### src/rtl/iterative_mul_unit.sv
// -----------------------------------------------------------------------------
// iterative_mul_unit
//
// Radix-2 shift-add multiplier for the RV32M MUL / MULH / MULHSU / MULHU
// instructions, placed in the execute stage right after the ID/EX register.
// Operands are converted to magnitudes when the op is accepted. XLEN
// add-and-shift iterations then build the unsigned 2*XLEN-bit product. The
// sign is applied on the last iteration, so the selected result word is
// already registered when done pulses.
//
// Ports
//   clk               rising-edge clock
//   rst_n             asynchronous active-low reset
//   start             begin a multiply (startE from ID/EX)
//   flush             synchronous abort of any in-flight op
//   funct3            000 MUL, 001 MULH, 010 MULHSU, 011 MULHU (1xx ignored)
//   op_a, op_b        rs1 / rs2 values after forwarding
//   waddr_in          destination register of the multiply
//   busy              unit is not idle
//   stall             freeze IF/ID/EX while the multiply is in progress
//   done              one-cycle pulse, result valid
//   result            selected product word (held until replaced)
//   waddr_out         destination latched when the op was accepted
//   reset_hold_start  one-cycle pulse clearing the ID/EX start-hold latch
// -----------------------------------------------------------------------------
module iterative_mul_unit #(
   parameter int XLEN = 32
) (
   input  logic            clk,
   input  logic            rst_n,
   input  logic            start,
   input  logic            flush,
   input  logic [2:0]      funct3,
   input  logic [XLEN-1:0] op_a,
   input  logic [XLEN-1:0] op_b,
   input  logic [4:0]      waddr_in,
   output logic            busy,
   output logic            stall,
   output logic            done,
   output logic [XLEN-1:0] result,
   output logic [4:0]      waddr_out,
   output logic            reset_hold_start
);

   localparam int unsigned CW = $clog2(XLEN + 1);

   typedef enum logic [1:0] {
      S_IDLE = 2'd0,
      S_CALC = 2'd1,
      S_DONE = 2'd2
   } state_t;

   // Magnitude of an operand. The most negative value maps onto itself, which
   // is the correct unsigned magnitude 2^(XLEN-1).
   function automatic logic [XLEN-1:0] magnitude(input logic [XLEN-1:0] v,
                                                 input logic            is_signed);
      magnitude = (is_signed && v[XLEN-1]) ? -v : v;
   endfunction

   // Two's-complement sign application on the full double-width product.
   function automatic logic [2*XLEN-1:0] apply_sign(input logic [2*XLEN-1:0] p,
                                                    input logic              neg);
      apply_sign = neg ? -p : p;
   endfunction

   state_t              state_q, state_nxt;
   logic [2*XLEN-1:0]   mcand_q;
   logic [XLEN-1:0]     mplier_q;
   logic [2*XLEN-1:0]   acc_q;
   logic [CW-1:0]       count_q;
   logic                neg_q;
   logic                low_word_q;
   logic [XLEN-1:0]     result_q;
   logic [4:0]          waddr_q;

   logic                accept;
   logic                a_signed, b_signed;
   logic                sign_a, sign_b;
   logic [XLEN-1:0]     mag_a, mag_b;
   logic [2*XLEN-1:0]   acc_nxt;
   logic [2*XLEN-1:0]   prod;
   logic [XLEN-1:0]     result_nxt;
   logic                last_iter;

   // Operand signedness: rs1 signed for MULH/MULHSU, rs2 signed for MULH only.
   always_comb begin
      a_signed = (funct3[1:0] == 2'b01) || (funct3[1:0] == 2'b10);
      b_signed = (funct3[1:0] == 2'b01);
      sign_a   = a_signed & op_a[XLEN-1];
      sign_b   = b_signed & op_b[XLEN-1];
      mag_a    = magnitude(op_a, a_signed);
      mag_b    = magnitude(op_b, b_signed);
   end

   // rst_n is folded in so stall cannot assert while the unit is held in reset.
   always_comb begin
      accept = rst_n & start & ~flush & ~funct3[2] & (state_q == S_IDLE);
   end

   // One iteration of the shift-add datapath and the final result selection.
   // On the last iteration the sign is applied to the updated accumulator,
   // so result is ready in the DONE cycle.
   always_comb begin
      acc_nxt    = acc_q + (mplier_q[0] ? mcand_q : '0);
      prod       = apply_sign(acc_nxt, neg_q);
      result_nxt = low_word_q ? prod[XLEN-1:0] : prod[2*XLEN-1:XLEN];
      last_iter  = (count_q == CW'(1));
   end

   always_comb begin
      state_nxt = state_q;
      case (state_q)
         S_IDLE: begin
            if (accept) state_nxt = S_CALC;
         end
         S_CALC: begin
            if (flush)          state_nxt = S_IDLE;
            else if (last_iter) state_nxt = S_DONE;
         end
         S_DONE: begin
            // Already committed: a flush here changes nothing but the return.
            state_nxt = S_IDLE;
         end
         default: state_nxt = S_IDLE;
      endcase
   end

   always_comb begin
      busy             = (state_q != S_IDLE);
      stall            = accept | (state_q == S_CALC);
      done             = (state_q == S_DONE);
      reset_hold_start = (state_q == S_DONE);
      result           = result_q;
      waddr_out        = waddr_q;
   end

   always_ff @(posedge clk or negedge rst_n) begin
      if (!rst_n) begin
         state_q    <= S_IDLE;
         mcand_q    <= '0;
         mplier_q   <= '0;
         acc_q      <= '0;
         count_q    <= '0;
         neg_q      <= 1'b0;
         low_word_q <= 1'b0;
         result_q   <= '0;
         waddr_q    <= '0;
      end else begin
         state_q <= state_nxt;
         case (state_q)
            S_IDLE: begin
               if (accept) begin
                  mcand_q    <= {{XLEN{1'b0}}, mag_a};
                  mplier_q   <= mag_b;
                  acc_q      <= '0;
                  count_q    <= CW'(XLEN);
                  neg_q      <= sign_a ^ sign_b;
                  low_word_q <= (funct3[1:0] == 2'b00);
                  waddr_q    <= waddr_in;
               end
            end
            S_CALC: begin
               if (!flush) begin
                  acc_q    <= acc_nxt;
                  mcand_q  <= mcand_q << 1;
                  mplier_q <= mplier_q >> 1;
                  count_q  <= count_q - CW'(1);
                  if (last_iter) result_q <= result_nxt;
               end
            end
            default: ;
         endcase
      end
   end

endmodule

### config.mk
export PLATFORM = sky130hd
export DESIGN_NAME = iterative_mul_unit
export DESIGN_NICKNAME = d
export VERILOG_FILES = /design/src/rtl/iterative_mul_unit.sv
export SDC_FILE = /design/constraint.sdc
export NUM_CORES = 1
export LEC_CHECK = 0
export CORE_MARGIN = 1
export CORE_UTILIZATION = 50
export DETAILED_ROUTE_END_ITERATION = 8
export DONT_BUFFER_PORTS = 1
export PLACE_DENSITY_LB_ADDON = 0.08
export SLEW_MARGIN = 25
export SYNTH_ARGS = -nofsm -noshare
export SYNTH_HDL_FRONTEND = slang
export SYNTH_SLANG_ARGS = --single-unit
### constraint.sdc
create_clock -name clk -period 4.95 [get_ports clk]
set_input_delay 0.99 -clock clk [delete_from_list [all_inputs] [get_ports clk]]
set_output_delay 0.99 -clock clk [all_outputs]
set_load 0.1 [all_outputs]
======== Word level (Yosys, flattened, before mapping) ========
Cells that the tools add are included.
storage, ports and cells
  register bits ........................... 207
operators by class
  add/subtract/negate cells ............... 5
  equal/unequal tests ..................... 8
  multiplexer cells ....................... 21
  bitwise logic cells ..................... 10
  reductions and logical operators ........ 11
operators by type and width
  cell                   number
  $mux W64               6
  $pmux W64 S2           2
  $mux W32               5
  $add A64 B64 Y64       1
  $neg A32 Y32           2
  $neg A64 Y64           1
  $pmux W32 S2           1
  $mux W6                2
  $pmux W6 S2            1
  $and A1 B1 Y1          6
  $eq A6 B1 Y1 const B   1
  $mux W2                3
  $reduce_and A3 Y1      2
  $sub A6 B1 Y6 const B  1
  $eq A2 B1 Y1 const B   2
  $eq A2 B2 Y1 const B   2
  $logic_not A2 Y1       2
  $ne A2 B2 Y1 const B   2
  $pmux W2 S2            1
  $reduce_and A2 Y1      2
  $reduce_bool A2 Y1     2
  $ne A3 B3 Y1 const B   1
  $logic_and A1 B1 Y1    2
  $not A1 Y1             2
  other kinds (3)        3

======== Logic depth before layout (Yosys ltp) ========
Gate-level depths: netlist (run 1).
  depth after elaboration ................. 6
  depth in mapped cells ................... 19
  depth with buffers taken out ............ 16

======== Worst setup path before layout (run 1) ========
Ideal clock, no wire load.
  path type ............................... reg-to-reg
  start point ............................. reg mplier_q[0]
  end point ............................... reg result_q[7], in the netlist result[7]
  data arrival time ....................... 4.879 ns
  slack ................................... -0.056 ns
  cell stages (with the launch flop) ...... 19
  buffers on the path ..................... 2
  path through ............................ dfrtp_1 -> clkbuf_1 -> clkbuf_1 -> and2_1 -> ha_1 -> inv_1 -> fa_1 -> nor2b_4 -> o31ai_2 -> a2111oi_1 -> o31ai_1 -> a222oi_1 -> nand2_1 -> or4b_4 -> or2_4 -> or4b_4 -> or3_1 -> a32oi_1 -> a21oi_1
between the ends
  longest elaborated chain between the ends .. 5
RTL lines
  what                    RTL line  RTL
  from (decl)             68        logic [XLEN-1:0] mplier_q;
  from (signal assigned)  154       mplier_q <= mag_b;
  from (signal assigned)  166       mplier_q <= mplier_q >> 1;
  $mux W64 (*)            104       acc_nxt = acc_q + (mplier_q[0] ? mcand_q : '0);
  $add A64 B64 Y64 (*)    104
  $neg A64 Y64            63        apply_sign = neg ? -p : p;
  $mux W64 (*)            63
  $mux W32 (*)            106       result_nxt = low_word_q ? prod[XLEN-1:0] : prod[2*XLEN-1:XLEN];
  to (signal assigned)    168       if (last_iter) result_q <= result_nxt;
  to (decl)               73        logic [XLEN-1:0] result_q;
Mark *: on every way between the ends. The rest lies on a longest branch, timed or not.
A chain may end at the register's enable or synchronous reset.

======== Final worst setup path (run 1) ========
Same ends and word-level chain as after synthesis.

==> results of run 1 <==
## sequential cells by signal (all words and copies together), names as in the netlist
| register | flops |
|---|---|
| neg_q | 1 |
| low_word_q | 1 |
| mplier_q | 32 |
| count_q | 6 |
| state_q | 2 |
| mcand_q | 64 |
| result | 32 |
| acc_q | 64 |
| waddr_out | 5 |
## power by group
part	switching (W)	total, W	leakage [nW]	internal [W]
combinational	0.00197	0.00330	6.03	0.00133
sequential	0.000702	0.00268	2.75	0.00198
clock	0.000778	0.00189	0.412	0.00111
## how the worst max path moves through the flow
stage,from,slack (ps),depth (start not counted),end
3_3_place_gp,mplier_q[0],-30,18,result[15]
3_5_place_dp,mplier_q[0],-90,18,result[15]
2_1_floorplan,mplier_q[0],9,17,result[7]
4_1_cts,mplier_q[0],10,18,result[7]
6_report,mplier_q[0],30,16,result[7]
5_1_grt,mplier_q[0],-110,16,result[7]
## cell families (layout without fill, tap and decap cells)
| logic type | count (synthesis) | in the layout |
|---|---|---|
| flip-flops | 207 | 207 |
| buffers and inverters | 184 | 340 |
| XOR/XNOR | 104 | 104 |
| adder cells (fa/ha/maj) | 71 | 71 |
| AND/OR/NAND/NOR | 1021 | 1021 |
| AO/OA/AOI/OAI | 744 | 744 |
| multiplexers | 20 | 20 |
## stage by stage
stage,hold slack [ps],area [um^2],setup TNS [ps],total power (W)
2_1_floorplan,439,17500,0,0.00447
3_3_place_gp,452,19500,-31.4,0.00569
5_1_grt,126,20800,-391,0.00823
3_5_place_dp,462,19500,-405,0.00573
4_1_cts,114,20400,0,0.00765
6_report,140,20800,0,0.00787
## area by class of cell
class / instances / share of cell area [%]
Multi-Input combinational cell: 1960 / 57.9
Tap cell: 455 / 2.74
Clock inverter: 14 / 0.686
Inverter: 30 / 0.542
Clock buffer: 32 / 3.38
Timing Repair Buffer: 264 / 9.83
Sequential cell: 207 / 24.9
## synthesized netlist by cell type (8+ instances only)
library cell / n / area (um^2)
sky130_fd_sc_hd__nor2_1: 171 / 642
sky130_fd_sc_hd__nor4_1: 27 / 169
sky130_fd_sc_hd__and3_1: 21 / 131
sky130_fd_sc_hd__nand3_1: 130 / 651
sky130_fd_sc_hd__nand4_1: 49 / 307
sky130_fd_sc_hd__and2_1: 83 / 519
sky130_fd_sc_hd__o211ai_1: 23 / 173
sky130_fd_sc_hd__nand2_1: 338 / 1270
sky130_fd_sc_hd__o21ai_1: 10 / 50.1
sky130_fd_sc_hd__mux2i_1: 17 / 170
sky130_fd_sc_hd__xnor2_1: 57 / 499
sky130_fd_sc_hd__inv_1: 29 / 109
sky130_fd_sc_hd__or2_2: 24 / 150
sky130_fd_sc_hd__a21oi_1: 203 / 1020
sky130_fd_sc_hd__xor2_1: 47 / 412
sky130_fd_sc_hd__clkbuf_1: 136 / 510
sky130_fd_sc_hd__nand2b_1: 15 / 93.8
sky130_fd_sc_hd__a22oi_1: 14 / 105
sky130_fd_sc_hd__a2111oi_0: 9 / 78.8
sky130_fd_sc_hd__a21o_1: 29 / 218
sky130_fd_sc_hd__dfrtp_1: 207 / 5180
sky130_fd_sc_hd__a31oi_1: 15 / 93.8
sky130_fd_sc_hd__nor3_1: 62 / 310
sky130_fd_sc_hd__o311ai_0: 8 / 70.1
sky130_fd_sc_hd__o21ai_0: 247 / 1240
sky130_fd_sc_hd__a22o_1: 15 / 131
sky130_fd_sc_hd__o31ai_1: 24 / 180
sky130_fd_sc_hd__buf_2: 10 / 50.1
sky130_fd_sc_hd__o21a_1: 23 / 173
sky130_fd_sc_hd__a221oi_1: 8 / 70.1
sky130_fd_sc_hd__or4_1: 11 / 82.6
sky130_fd_sc_hd__ha_1: 70 / 876
sky130_fd_sc_hd__or3_1: 42 / 263
sky130_fd_sc_hd__and4_1: 13 / 114
sky130_fd_sc_hd__a211oi_1: 26 / 195
sky130_fd_sc_hd__o41ai_1: 9 / 78.8
## worst reg2reg max path: stages (launching register included)
cell and delay, ps:
sky130_fd_sc_hd__dfrtp_2 460, sky130_fd_sc_hd__buf_12 170, sky130_fd_sc_hd__and2_1 150, sky130_fd_sc_hd__ha_1 350
sky130_fd_sc_hd__and2_1 250, sky130_fd_sc_hd__or2_1 290, sky130_fd_sc_hd__o31a_1 350, sky130_fd_sc_hd__or3_1 340
sky130_fd_sc_hd__a222oi_1 350, sky130_fd_sc_hd__buf_4 180, sky130_fd_sc_hd__nand2_1 70, sky130_fd_sc_hd__or4b_4 500
sky130_fd_sc_hd__or2_4 240, sky130_fd_sc_hd__or4b_4 520, sky130_fd_sc_hd__or3_1 320, sky130_fd_sc_hd__a32oi_1 200
sky130_fd_sc_hd__a21oi_1 60
## metal layers
layer	share of wire, %	vias up
li1	-	8905
met1	43	8958
met2	45	826
met3	7.8	129
met4	4.1	0
met5	0	-
## timing repair
action | CTS | global route
gates cloned | 0 | 1
setup endpoints to repair | 11 | 29
pin swaps | 0 | 12
gates resized for setup | 8 | 85
buffers inserted | 0 | 6
==> results.yml, run 1 <==
setup_path:
  critPathSlowestCell: "sky130_fd_sc_hd__or4b_4"
  critical_path.endpoint_type: "flip-flop"
  reg2reg_from: "mplier_q[0]"
  ff2ff_setup_slack_ps: 30
  critical-path-max-stage-delay_ps: 520
  worstPathArrival_ps: 5350
  worst_r2r_path_depth: 16
  crit_type: "reg -> reg"
  cp_top_family: "simple AND/OR/NAND/NOR gates"
  crit_path_cell_trace: "buf_12 > and2_1 > ha_1 > and2_1 > or2_1 > o31a_1 > or3_1 > a222oi_1 > buf_4 > nand2_1 > or4b_4 > or2_4 > or4b_4 > or3_1 > a32oi_1 > a21oi_1"
  worst-endpoint-required_ps: 5380
  critical_path_buf_inv_count: 2
  worstReg2RegEnd: "result[7]"
  critPathMaxFanout: 18
  startpoint_type: "flip-flop"
place:
  place_worst_setup_slack_ps: -93.1
  gp_weighted_congestion: 1.05
  dp_hpwl_um: 52800
  dp_cells: 2908
  numPortBuffers: 0
global_routing:
  total_global_routing_overflow: 0
  grt_busiest_layer: "met2"
  global_route.usage.met3_pct: 4.97
  first_global_vias: 17600
  groute.usage.overall_pct: 37.1
  grt_antenna_before_repair: 0
  use_met1_pct: 50.9
  grtUsageMet2_pct: 59.4
  grt_pass1_wl_um: 103000
  maximum_number_of_pins_on_one_net_before_global_route_repair: 209
floorplanning:
  ioPinCount: 117
  die-height_um: 189
  core_area_mm2: 0.0345
  dieWidth_um: 189
  floorplan.initialDensity_pct: 50.7
  placement_rows: 68
  die_area_mm2: 0.0358
clock_tree:
  cts-buffers-inserted: 25
  clk_pin_slew_worst_paths_ps: 60
  post_cts_hold_buffer_count: 0
  cts_buffer_depth: 3
  tritoncts: "done"
  maximum_level_of_the_cts_h_tree: 1
  clock_latency_ps: 550
  cts_root_buffer: "sky130_fd_sc_hd__clkbuf_16"
  clkSinkCount: 207
sta:
  hold_violations: 0
  timing_max_transition_violations_final: 0
  clock_tree_skew_after_final_layout_ps: 18.9
  rsz0062_at_grt: "yes"
  fin_crit_sh_pct: 99.3
  maxClockFrequency_mhz: 203
  post-route-worst-setup-slack_ps: 34.4
  worst_slew_margin_rel_pct: 28.6
  period_minus_slack_ps: 4920
  worstMarginPinSlew_ps: 1070
  timing.final.setup_violations: 0
yosys:
  yosysUniqueCellTypes: 89
  yosys.area_share.xor_xnor_pct: 5.20
  mappedNetlistNets: 2498
  postSynthRegisterBits: 207
  synthCells: 2351
  synth.yosys.seq_area_share_pct: 29.6
  muxShareOfSynthArea_pct: 1.23
  yosys_warnings: 0
  compound_gate_fraction_of_synth_area_pct: 26.3
  synth_ff_type: "sky130_fd_sc_hd__dfrtp_1"
  synth_top_family_by_area: "simple AND/OR/NAND/NOR gates"
  synth_enable_flop_cells: 0
  synth_area_in_adders_pct: 5.11
  synth_simple_gate_area_share_pct: 28.5
  ys_async_sr_fraction_pct: 100
  mapped_avg_cell_area_um2: 7.46
  cell_area_after_synthesis_mm2: 0.0175
final_layout:
  final_core_util_pct: 60.2
  n_fill_cell: 3252
  layout_commonest_cell: "sky130_fd_sc_hd__nand2_1"
  fin_cells: 2962
  n_antenna_cell: 0
  final_layout_size_suffix_gt1_share_pct: 16.7
  multi_input_area_mm2: 0.0120
  num-nets-final: 2635
  most_frequent_cells_in_the_layout: "337 x sky130_fd_sc_hd__nand2_1, 257 x sky130_fd_sc_hd__buf_4, 231 x sky130_fd_sc_hd__o21ai_0"
  sequential_area_mm2: 0.00518
  area.growth.synth_to_final_pct: 18.6
min_path:
  min_path_type: "in -> async"
routing:
  drtAntennaViolNets: 0
  drt_pass1_iterations: 6
  wl_um: 67700
  dr_total_vias: 18800
  initialDrtViolationCount: 1820
  wl_per_cell_um: 22.9
  vias_per_cell: 6.35
  remaining_drc_errors: 0
status:
  status: "completed"
power_and_ir_drop:
  leakage_nw: 9.20
  worst_supply_voltage_drop_on_vdd_mv: 0.372
  powerDensity_mw_per_mm2: 379
job:
  maxCapViolCount: 0
No activity file was read; power rests on OpenSTA's default activity.
==> run 2, diff against run 1 <==
--- a/config.mk
+++ b/config.mk
@@ -5,7 +5,6 @@
 export SDC_FILE = /design/constraint.sdc
 export NUM_CORES = 1
 export LEC_CHECK = 0
-export CORE_MARGIN = 1
 export CORE_UTILIZATION = 50
 export DETAILED_ROUTE_END_ITERATION = 8
 export DONT_BUFFER_PORTS = 1
==> constraint.sdc (replaced) <==
create_clock -name clk -period 4.95 [get_ports clk]
set_input_delay 0.495 -clock clk [delete_from_list [all_inputs] [get_ports clk]]
set_output_delay 0.495 -clock clk [all_outputs]
set_load 0.1 [all_outputs]
==> run 2 against run 1 <==
The run now ends with hold timing left. Critical path type unchanged. Global-route usage shrank 0.65 points. Clock skew shrank 5.8 ps. Hold slack lost 500 ps. Clock-buffer cell count grew 3. First-iteration DRC count shrank 14%. Cell area shrank 1.5%. Via count shrank 0.54%. Non-clock buffer count shrank 16. Utilization shrank 0.89 points. Clock power shrank 4%. Worst setup slack gained 64 ps. Sequential share of layout area grew 0.37 points.
==> results.yml, run 2 (same netlist as run 1, synthesis figures left out) <==
final_layout:
  fin_cells: 2943
  largest_registers: "acc_q x64, mcand_q x64"
  area.growth.synth_to_final_pct: 16.9
  n_fill_cell: 3257
  layout_commonest_cell: "sky130_fd_sc_hd__nand2_1"
  num-nets-final: 2619
  final_layout_size_suffix_gt1_share_pct: 15.5
  most_frequent_cells_in_the_layout: "337 x sky130_fd_sc_hd__nand2_1, 244 x sky130_fd_sc_hd__buf_4, 238 x sky130_fd_sc_hd__o21ai_0"
status:
  failed_checks: "hold timing"
  status: "finished with violations"
power_and_ir_drop:
  fin_total_pwr_w: 0.00764
  leakage_nw: 9.05
  worst_supply_voltage_drop_on_vdd_mv: 0.292
  powerDensity_mw_per_mm2: 373
routing:
  dr_total_vias: 18700
  drtAntennaViolNets: 0
  wl_per_cell_um: 22.4
  vias_per_cell: 6.36
  drt_pass1_iterations: 5
  remaining_drc_errors: 0
  initialDrtViolationCount: 1562
  wl_um: 66000
floorplanning:
  die-height_um: 189
  floorplan.initialDensity_pct: 50.7
  ioPinCount: 117
  die_area_mm2: 0.0358
  core_area_mm2: 0.0345
  dieWidth_um: 189
  placement_rows: 68
global_routing:
  first_global_vias: 17500
  grt_antenna_before_repair: 1
  global_route.usage.met3_pct: 4.26
  grt_busiest_layer: "met2"
  use_met1_pct: 49.5
  grt_pass1_wl_um: 101000
  total_global_routing_overflow: 0
  groute.usage.overall_pct: 36.5
  maximum_number_of_pins_on_one_net_before_global_route_repair: 209
  grtUsageMet2_pct: 59.0
clock_tree:
  clock_latency_ps: 550
  cts_root_buffer: "sky130_fd_sc_hd__clkbuf_16"
  clk_pin_slew_worst_paths_ps: 60
  cts-buffers-inserted: 25
  tritoncts: "done"
  maximum_level_of_the_cts_h_tree: 1
  cts_buffer_depth: 3
  clkSinkCount: 207
setup_path:
  critPathMaxFanout: 27
  crit_type: "reg -> reg"
  worstReg2RegEnd: "result[7]"
  critical-path-max-stage-delay_ps: 530
  cpMostUsedCell: "sky130_fd_sc_hd__or4b_4"
  worst-endpoint-required_ps: 5380
  critical_path.startpoint: "mplier_q[0]"
  ff2ff_setup_slack_ps: 100
  worstSetupEndpoint: "result[7]"
  critPathSlowestCell: "sky130_fd_sc_hd__or4b_4"
  startpoint_type: "flip-flop"
  critical_path.endpoint_type: "flip-flop"
  worstPathArrival_ps: 5280
  reg2reg_from: "mplier_q[0]"
  worst_r2r_path_depth: 18
  crit_path_cell_trace: "buf_12 > and2_1 > ha_2 > inv_2 > fa_2 > nor2b_4 > o31ai_4 > a2111oi_4 > buf_4 > or4_4 > a222oi_1 > nand2_1 > or4b_4 > or2_4 > or4b_4 > or3_1 > a32oi_1 > a21oi_1"
sta:
  worstMarginPinSlew_ps: 1090
  worst_slew_margin_rel_pct: 27.1
  rsz0062_at_grt: "yes"
  setup-tns-final_ps: 0
  timing_max_transition_violations_final: 0
  fin_crit_sh_pct: 98.0
  timing.final.setup_violations: 0
  clock_tree_skew_after_final_layout_ps: 13.2
  hold_violations: 207
  worst_hold_slack_ps: -356
  post-route-worst-setup-slack_ps: 97.9
  maxClockFrequency_mhz: 206
  period_minus_slack_ps: 4850
place:
  dp_hpwl_um: 51600
  gp_weighted_congestion: 1.05
  dp_cells: 2896
  place_worst_setup_slack_ps: -229
  numPortBuffers: 0
min_path:
  min_path_type: "in -> async"
job:
  maxCapViolCount: 0
==> run 2: cell types whose count changed in the layout (fill, tap and decap cells not counted), sizes merged <==
cell and delta:
buf -15, clkinv -4, clkbuf +2, clkinvlp -2, diode +1, inv -1
==> run 2: how the worst min path moves through the flow <==
stage	startpoint	endpoint	slack [ps]	cells after the start
2_1_floorplan	rst_n	acc_q[0]	200	0
3_3_place_gp	rst_n	result[10]	200	0
3_5_place_dp	rst_n	result[10]	200	0
4_1_cts	rst_n	result[11]	-370	0
5_1_grt	rst_n	result[11]	-370	0
6_report	rst_n	result[10]	-360	0
==> run 2: critical path, delay by kind of cell (launching register included) <==
kind	cells	cell delay (ps)
AO/OA/AOI/OAI	5	1150
AND/OR/NAND/NOR	8	2360
flip-flops	1	430
buffers and inverters	3	390
adder cells (fa/ha/maj)	2	410
==> run 2: cell type report <==
cell class                 count  area (um^2)  area share (%)
antenna                        1         2.50          0.0122
clock buffer                  35          693            3.38
clock inverter                 7         91.3           0.446
inverter                      30          113           0.550
multi-input combinational   1960        11900            58.3
sequential                   207         5180            25.3
tap                          455          569            2.78
timing repair buffer         248         1900            9.26
==> run 2: per-stage QoR <==
stage          area [um^2]  util [%]
2_1_floorplan        17500         -
3_3_place_gp         19400      56.1
3_5_place_dp         19400      56.1
4_1_cts              20200      58.4
5_1_grt              20500      59.3
6_report             20500      59.3
==> run 2: what timing repair did <==
| action | CTS | global route |
|---|---|---|
| buffers inserted | 0 | 4 |
| endpoints found under the setup margin | 16 | 29 |
| hold endpoints to repair | 207 | 207 |
| resized for setup | 3 | 68 |
| pin swaps | 0 | 5 |
==> run 2: layer usage <==
layer  routed length (um)  part of all wire [%]
met5                    0                     0
met3                 4780                   7.2
met2                29900                    45
met1                28300                    43
met4                 2990                   4.5
==> run 2: report_power, final <==
part | switching [W] | internal [W]
Sequential | 0.000698 | 0.00198
Clock | 0.000740 | 0.00107
Combinational | 0.00188 | 0.00127
